## src/rtl/mii_rx_framer_pkg.sv

```systemverilog
// Shared types and constants for the MII receive framer.
// Holds the FSM state encoding, CRC-32 constants, preamble/SFD nibbles and the per-nibble CRC step.
package mii_rx_framer_pkg;

    typedef enum logic [1:0] {
        IDLE,
        PREAMBLE,
        DATA,
        DROP
    } state_t;

    localparam logic [31:0] CRC_POLY    = 32'hEDB88320;
    localparam logic [31:0] CRC_INIT    = 32'hFFFFFFFF;
    localparam logic [31:0] CRC_RESIDUE = 32'hDEBB20E3;

    localparam logic [3:0] PRE_NIB = 4'h5;
    localparam logic [3:0] SFD_NIB = 4'hD;

    // Reflected CRC-32 advanced by one nibble, LSB first.
    function automatic logic [31:0] crc_nibble(input logic [31:0] crc_in,
                                               input logic [3:0]  nib);
        logic [31:0] c;
        c = crc_in ^ {28'd0, nib};
        for (int unsigned i = 0; i < 4; i++) begin
            c = c[0] ? ((c >> 1) ^ CRC_POLY) : (c >> 1);
        end
        return c;
    endfunction

endpackage

```

## src/rtl/mii_rx_framer_crc.sv

```systemverilog
// Nibble-serial reflected CRC-32 register.
// A synchronous clear loads the init value; en advances the register by one nibble.
module crc32_nibble
    import mii_rx_framer_pkg::*;
(
    input  logic        clk,
    input  logic        clr,
    input  logic        en,
    input  logic [3:0]  data,
    output logic [31:0] crc
);

    always_ff @(posedge clk) begin
        if (clr) begin
            crc <= CRC_INIT;
        end else if (en) begin
            crc <= crc_nibble(crc, data);
        end
    end

endmodule

```

## src/rtl/mii_rx_framer.sv

```systemverilog
// MII receive framer: strips preamble/SFD, assembles bytes and streams them as AXI-Stream beats.
// Each byte is held one byte time so the final beat can carry axis_last and the frame verdict.
module mii_rx_framer
    import mii_rx_framer_pkg::*;
#(
    parameter int unsigned MIN_LEN = 64,
    parameter int unsigned MAX_LEN = 1518
) (
    input  logic       clk,
    input  logic       rst,
    input  logic       ce,
    input  logic       valid,
    input  logic [3:0] data,
    input  logic       err,
    output logic [7:0] axis_data,
    output logic       axis_valid,
    output logic       axis_last,
    output logic       axis_user
);

    localparam logic [10:0] MIN_B = 11'(MIN_LEN);
    localparam logic [10:0] MAX_B = 11'(MAX_LEN);

    state_t      state, state_next;
    logic        phase;
    logic [3:0]  low_nib;
    logic [7:0]  held;
    logic        have_held;
    logic [10:0] byte_cnt;
    logic        err_flag;
    logic [31:0] crc;

    logic sfd_hit;
    logic data_nib;
    logic frame_end;
    logic frame_bad;

    crc32_nibble u_crc (
        .clk  (clk),
        .clr  (rst | sfd_hit),
        .en   (data_nib),
        .data (data),
        .crc  (crc)
    );

    always_ff @(posedge clk) begin
        if (rst) begin
            state <= IDLE;
        end else begin
            state <= state_next;
        end
    end

    always_comb begin
        state_next = state;
        sfd_hit    = 1'b0;
        data_nib   = 1'b0;
        frame_end  = 1'b0;
        frame_bad  = err_flag || phase || (byte_cnt < MIN_B) || (byte_cnt > MAX_B) ||
                     (crc != CRC_RESIDUE);
        if (ce) begin
            case (state)
                IDLE: begin
                    if (valid) begin
                        state_next = (data == PRE_NIB) ? PREAMBLE : DROP;
                    end
                end
                PREAMBLE: begin
                    if (!valid) begin
                        state_next = IDLE;
                    end else if (data == SFD_NIB) begin
                        state_next = DATA;
                        sfd_hit    = 1'b1;
                    end else if (data != PRE_NIB) begin
                        state_next = DROP;
                    end
                end
                DATA: begin
                    if (!valid) begin
                        state_next = IDLE;
                        frame_end  = 1'b1;
                    end else begin
                        data_nib = 1'b1;
                    end
                end
                DROP: begin
                    if (!valid) begin
                        state_next = IDLE;
                    end
                end
                default: state_next = IDLE;
            endcase
        end
    end

    always_ff @(posedge clk) begin
        if (rst) begin
            phase      <= 1'b0;
            low_nib    <= '0;
            held       <= '0;
            have_held  <= 1'b0;
            byte_cnt   <= '0;
            err_flag   <= 1'b0;
            axis_data  <= '0;
            axis_valid <= 1'b0;
            axis_last  <= 1'b0;
            axis_user  <= 1'b0;
        end else begin
            axis_valid <= 1'b0;
            axis_last  <= 1'b0;
            axis_user  <= 1'b0;
            if (sfd_hit) begin
                phase     <= 1'b0;
                have_held <= 1'b0;
                byte_cnt  <= '0;
                err_flag  <= 1'b0;
            end
            if (data_nib) begin
                if (err) begin
                    err_flag <= 1'b1;
                end
                if (!phase) begin
                    low_nib <= data;
                    phase   <= 1'b1;
                end else begin
                    phase     <= 1'b0;
                    held      <= {data, low_nib};
                    have_held <= 1'b1;
                    if (byte_cnt != '1) begin
                        byte_cnt <= byte_cnt + 11'd1;
                    end
                    // Completing a byte releases the previous one as a non-final beat.
                    if (have_held) begin
                        axis_valid <= 1'b1;
                        axis_data  <= held;
                    end
                end
            end
            if (frame_end) begin
                have_held <= 1'b0;
                if (have_held) begin
                    axis_valid <= 1'b1;
                    axis_last  <= 1'b1;
                    axis_user  <= frame_bad;
                    axis_data  <= held;
                end
            end
        end
    end

endmodule
```

## config.mk

```make
export PLATFORM = sky130hd
export DESIGN_NAME = mii_rx_framer
export DESIGN_NICKNAME = d
export VERILOG_FILES = /design/src/rtl/mii_rx_framer_pkg.sv /design/src/rtl/mii_rx_framer_crc.sv /design/src/rtl/mii_rx_framer.sv
export SDC_FILE = /design/constraint.sdc
export NUM_CORES = 1
export LEC_CHECK = 0
export CAP_MARGIN = 20
export CORE_ASPECT_RATIO = 2
export CORE_MARGIN = 5
export CORE_UTILIZATION = 27
export CTS_CLUSTER_SIZE = 8
export DETAILED_ROUTE_END_ITERATION = 10
export GPL_ROUTABILITY_DRIVEN = 0
export GPL_TIMING_DRIVEN = 0
export PLACE_DENSITY = 0.48
export SLEW_MARGIN = 20
export SYNTH_ARGS = -nofsm -noshare
export SYNTH_HDL_FRONTEND = slang
export SYNTH_HIERARCHICAL = 1
export SYNTH_SLANG_ARGS = --single-unit
```

## constraint.sdc

```tcl
create_clock -name clk -period 1.5 [get_ports clk]
set_input_delay 0.375 -clock clk [delete_from_list [all_inputs] [get_ports clk]]
set_output_delay 0.375 -clock clk [all_outputs]
set_load 0.01 [all_outputs]
```

==> results of run 1 <==
==> per-stage QoR <==
step	instance area, µm²	util	hold WS [ns]	total power (µW)
after detailed placement	3780	0.310	0.447	2440
final	4710	0.386	0.391	4830
after floorplan	3410	-	0.431	2310
after CTS	4420	0.363	0.383	4840
after global routing	4710	0.386	0.405	5020
after global placement	3780	0.310	0.444	2430
==> logic make-up (layout without fill, tap and decap cells) <==
group / after synthesis / count (layout)
and+or+nand+nor: 128 / 128
AOI/OAI and AO/OA: 85 / 86
DFF: 71 / 71
xor gates and xnor gates: 37 / 37
buffers and inverters: 26 / 94
muxes: 12 / 12
adders and majority gates: 1 / 1
==> worst paths after layout <==
check,from,end,slack (ns),cells after the start
max,byte_cnt[1],byte_cnt[6],-0.07,6
min reg2reg,held[0],held[0],0.46,2
min,data[3],held[7],0.39,3
max reg2reg,byte_cnt[1],byte_cnt[6],-0.07,6
==> Yosys cell counts, types with 6 or more instances <==
cell type  instances
a21oi_1           44
clkbuf_1          13
dfxtp_1           71
inv_1              7
mux2i_1           12
nand2_1           23
nand2b_1           7
nand3_1            9
nor2_1            31
nor2b_1            6
o21ai_0           18
or2_2             12
xnor2_1           13
xor2_1            16
==> registers in the layout, summed over array words and instances, names as in the netlist <==
name / cells
err_flag: 1
u_crc/crc: 32
axis_last: 1
byte_cnt: 11
low_nib: 4
state: 2
have_held: 1
held: 8
axis_data: 8
axis_user: 1
axis_valid: 1
phase: 1
==> metal layers <==
metal  routed length, µm  vias to the layer above
li1                    -                     1402
met1                3440                     1376
met2                5610                       46
met3                 290                       18
met4                 245                        0
met5                   0                        -
==> where the power goes <==
part | switching (µW) | leakage [µW] | internal [µW]
Combinational | 271 | 0.00114 | 290
Clock | 853 | 0.000152 | 1460
Sequential | 41.7 | 0.000580 | 1920
Total | 1170 | 0.00187 | 3660
==> final cells by class <==
cell class                 instances  area, µm²  share of cell area
inverter                           8       35.0             0.00744
sequential                        71       1460               0.309
clock inverter                     7       97.6              0.0207
timing repair buffer              53        457              0.0970
multi-input combinational        264       2100               0.446
tap                              147        184              0.0391
clock buffer                       9        225              0.0478
buffer                            17        155              0.0330
==> worst max-delay path, stage by stage (launching register included) <==
cell,delay [ns]
dfxtp_4,0.36
ha_4,0.15
nand4_4,0.12
buf_4,0.17
or2_4,0.22
or4_4,0.41
o221ai_2,0.07
==> placed cells by master, fill, tap and decap left out, types with 5 or more instances in the layout <==
| master | instances |
|---|---|
| a21oi_1 | 41 |
| buf_4 | 32 |
| buf_6 | 5 |
| clkbuf_16 | 10 |
| dfxtp_1 | 54 |
| dfxtp_2 | 12 |
| dfxtp_4 | 5 |
| dlygate4sd2_1 | 13 |
| inv_1 | 5 |
| mux2i_1 | 12 |
| nand2_1 | 21 |
| nand2b_1 | 7 |
| nand3_1 | 6 |
| nor2_1 | 26 |
| nor2_2 | 5 |
| nor3_1 | 5 |
| o21ai_0 | 11 |
| o21ai_1 | 6 |
| or2_2 | 11 |
| xnor2_1 | 9 |
| xnor2_4 | 5 |
| xor2_1 | 16 |
==> timing repair <==
item                                    4_1_cts  5_1_grt
endpoints found under the setup margin       82       44
pin swaps                                    14       15
cloned                                        0        2
resized for setup                            81       57
buffers inserted                             19       14
==> out/qor.csv, run 1 <==
stage;metric;value;unit
pwr;PwrDens;1030;nW/µm²
layout;Area growth syn-to-layout;40.0;%
pwr;peak supply drop;1.10;mV
clock_network;CTS clk-pin slew, worst paths;0.06;ns
worst_hold_path;HP Class;primary input to flip-flop;
clock_network;Num CTS Buffers;9;
grt;largest net degree at the start of global routing;14;
sta;Final WS setup;-0.0722;ns
clock_network;Num Clock Sinks;71;
clock_network;Clock Path Buffers;2;
routing;wire length per cell;16.6;µm
clock_network;hold-fix buffers at CTS;0;
sta;RSZ-0062 raised after global routing;yes;
layout;# diodes;0;
yosys;Synth Cell Area;3360;µm²
sta;count of final hold-check violations;0;
layout;post-route non-filler standard cell count;576;
yosys;largest cells by area after synthesis;dfxtp_1 42%, a21oi_1 6.5%, xor2_1 4.2%, mux2i_1 3.6%, nor2_1 3.5%;
grt;vias in the first global route;2786;
yosys;Seq/Total Area, Yosys;0.423;
sta;Final setup viols;7;
yosys;syn nets;370;
sta;Max Freq;636;MHz
sta;Final Cycle Share;1.05;
critical_path;Worst EP arrival;1.82;ns
die;die area;14900;µm²
yosys;combinational family with the most area after synthesis;simple AND/OR/NAND/NOR gates;
yosys;Async SR Flop Fraction;0;
yosys;complex-gate fraction of the synthesized area;0.164;
grt;initial antenna violation count;0;
routing;Detail Route Antenna Nets;0;
yosys;share of the synthesized area in the top cell type;0.423;
yosys;Distinct cells, synth;58;
yosys;Post-Synth XOR/XNOR Area;0.131;
yosys;Synth Area in Simple Gates;0.212;
clock_network;Clk Tree Root Cell;clkbuf_16;
critical_path;CP max FO;4;
yosys;EDFF count, synth;0;
layout;nets;434;
yosys;top_reg_cell synth;dfxtp_1;
grt;met3 usage;0.0303;
grt;GRT Total Usage;0.130;
grt;global route hottest layer;met2;
yosys;multiplexer share of the synthesized area;0.0357;
place;dpl hpwl;6.45;mm
critical_path;CP Data Required Time;1.75;ns
yosys;cell taking the most area after synthesis;dfxtp_1;
die;Die Ht;168;µm
sta;Max Slew Vio Count;0;
sta;slew margin rel.;0.589;
sta;min cycle time layout;1.57;ns
clock_network;Skew-Pair Late Insertion Delay;0.33;ns
yosys;Cells after Synth;360;
clock_network;H-tree depth;3;
routing;drt initial violations;77;
die;die width;88.9;µm
grt;GR Util met1;0.132;
routing;First-pass DRT Iterations;4;
run;Max Cap Viol;0;
die;I/O pin count;20;
layout;layout cell share with drive strength beyond 1;0.352;
pwr;leakage power;0.00187;µW
sta;Slew @ Worst Pin;0.616;ns
routing;routed wire length;9.59;mm
critical_path;critical path endpoint category;flip-flop;
routing;total vias in the final route;2842;
clock_network;CTS tree;yes;
layout;number of fill cells;1210;
outcome;failing checks;negative setup slack;
die;initial core utilization;0.276;
grt;first-pass GRT wire length;14.7;mm
critical_path;CP Class;flip-flop to flip-flop;
grt;met2 global-route usage;0.241;
yosys;Synth Area per Inst;9.34;µm²
die;Core ar.;12200;µm²
yosys;yosys warns;6;
die;Row Count;57;
critical_path;CP Launch Type;flip-flop;
outcome;outcome;finished, violations left;
place;Post-Place Setup Slack;-1.14;ns
routing;DRC viols;0;
place;# port buffers;19;
yosys;Yosys reg bits;71;
sta;Fin Setup TNS;-0.313;ns
place;Placed Instances;526;
sta;worst clock skew;0.00704;ns
routing;Via-to-Cell Ratio;4.93;
yosys;Post-Synth Adder-Cell Area;0.00372;
grt;Overflow after GRT;0;
Power figures use the tool's default switching activity.
==> inputs of run 2 (changes only) <==
Settings changed: HOLD_SLACK_MARGIN set to 0.05.
==> results of run 2 <==
No change in the layout: final DEF, timing and power equal those of run 1.
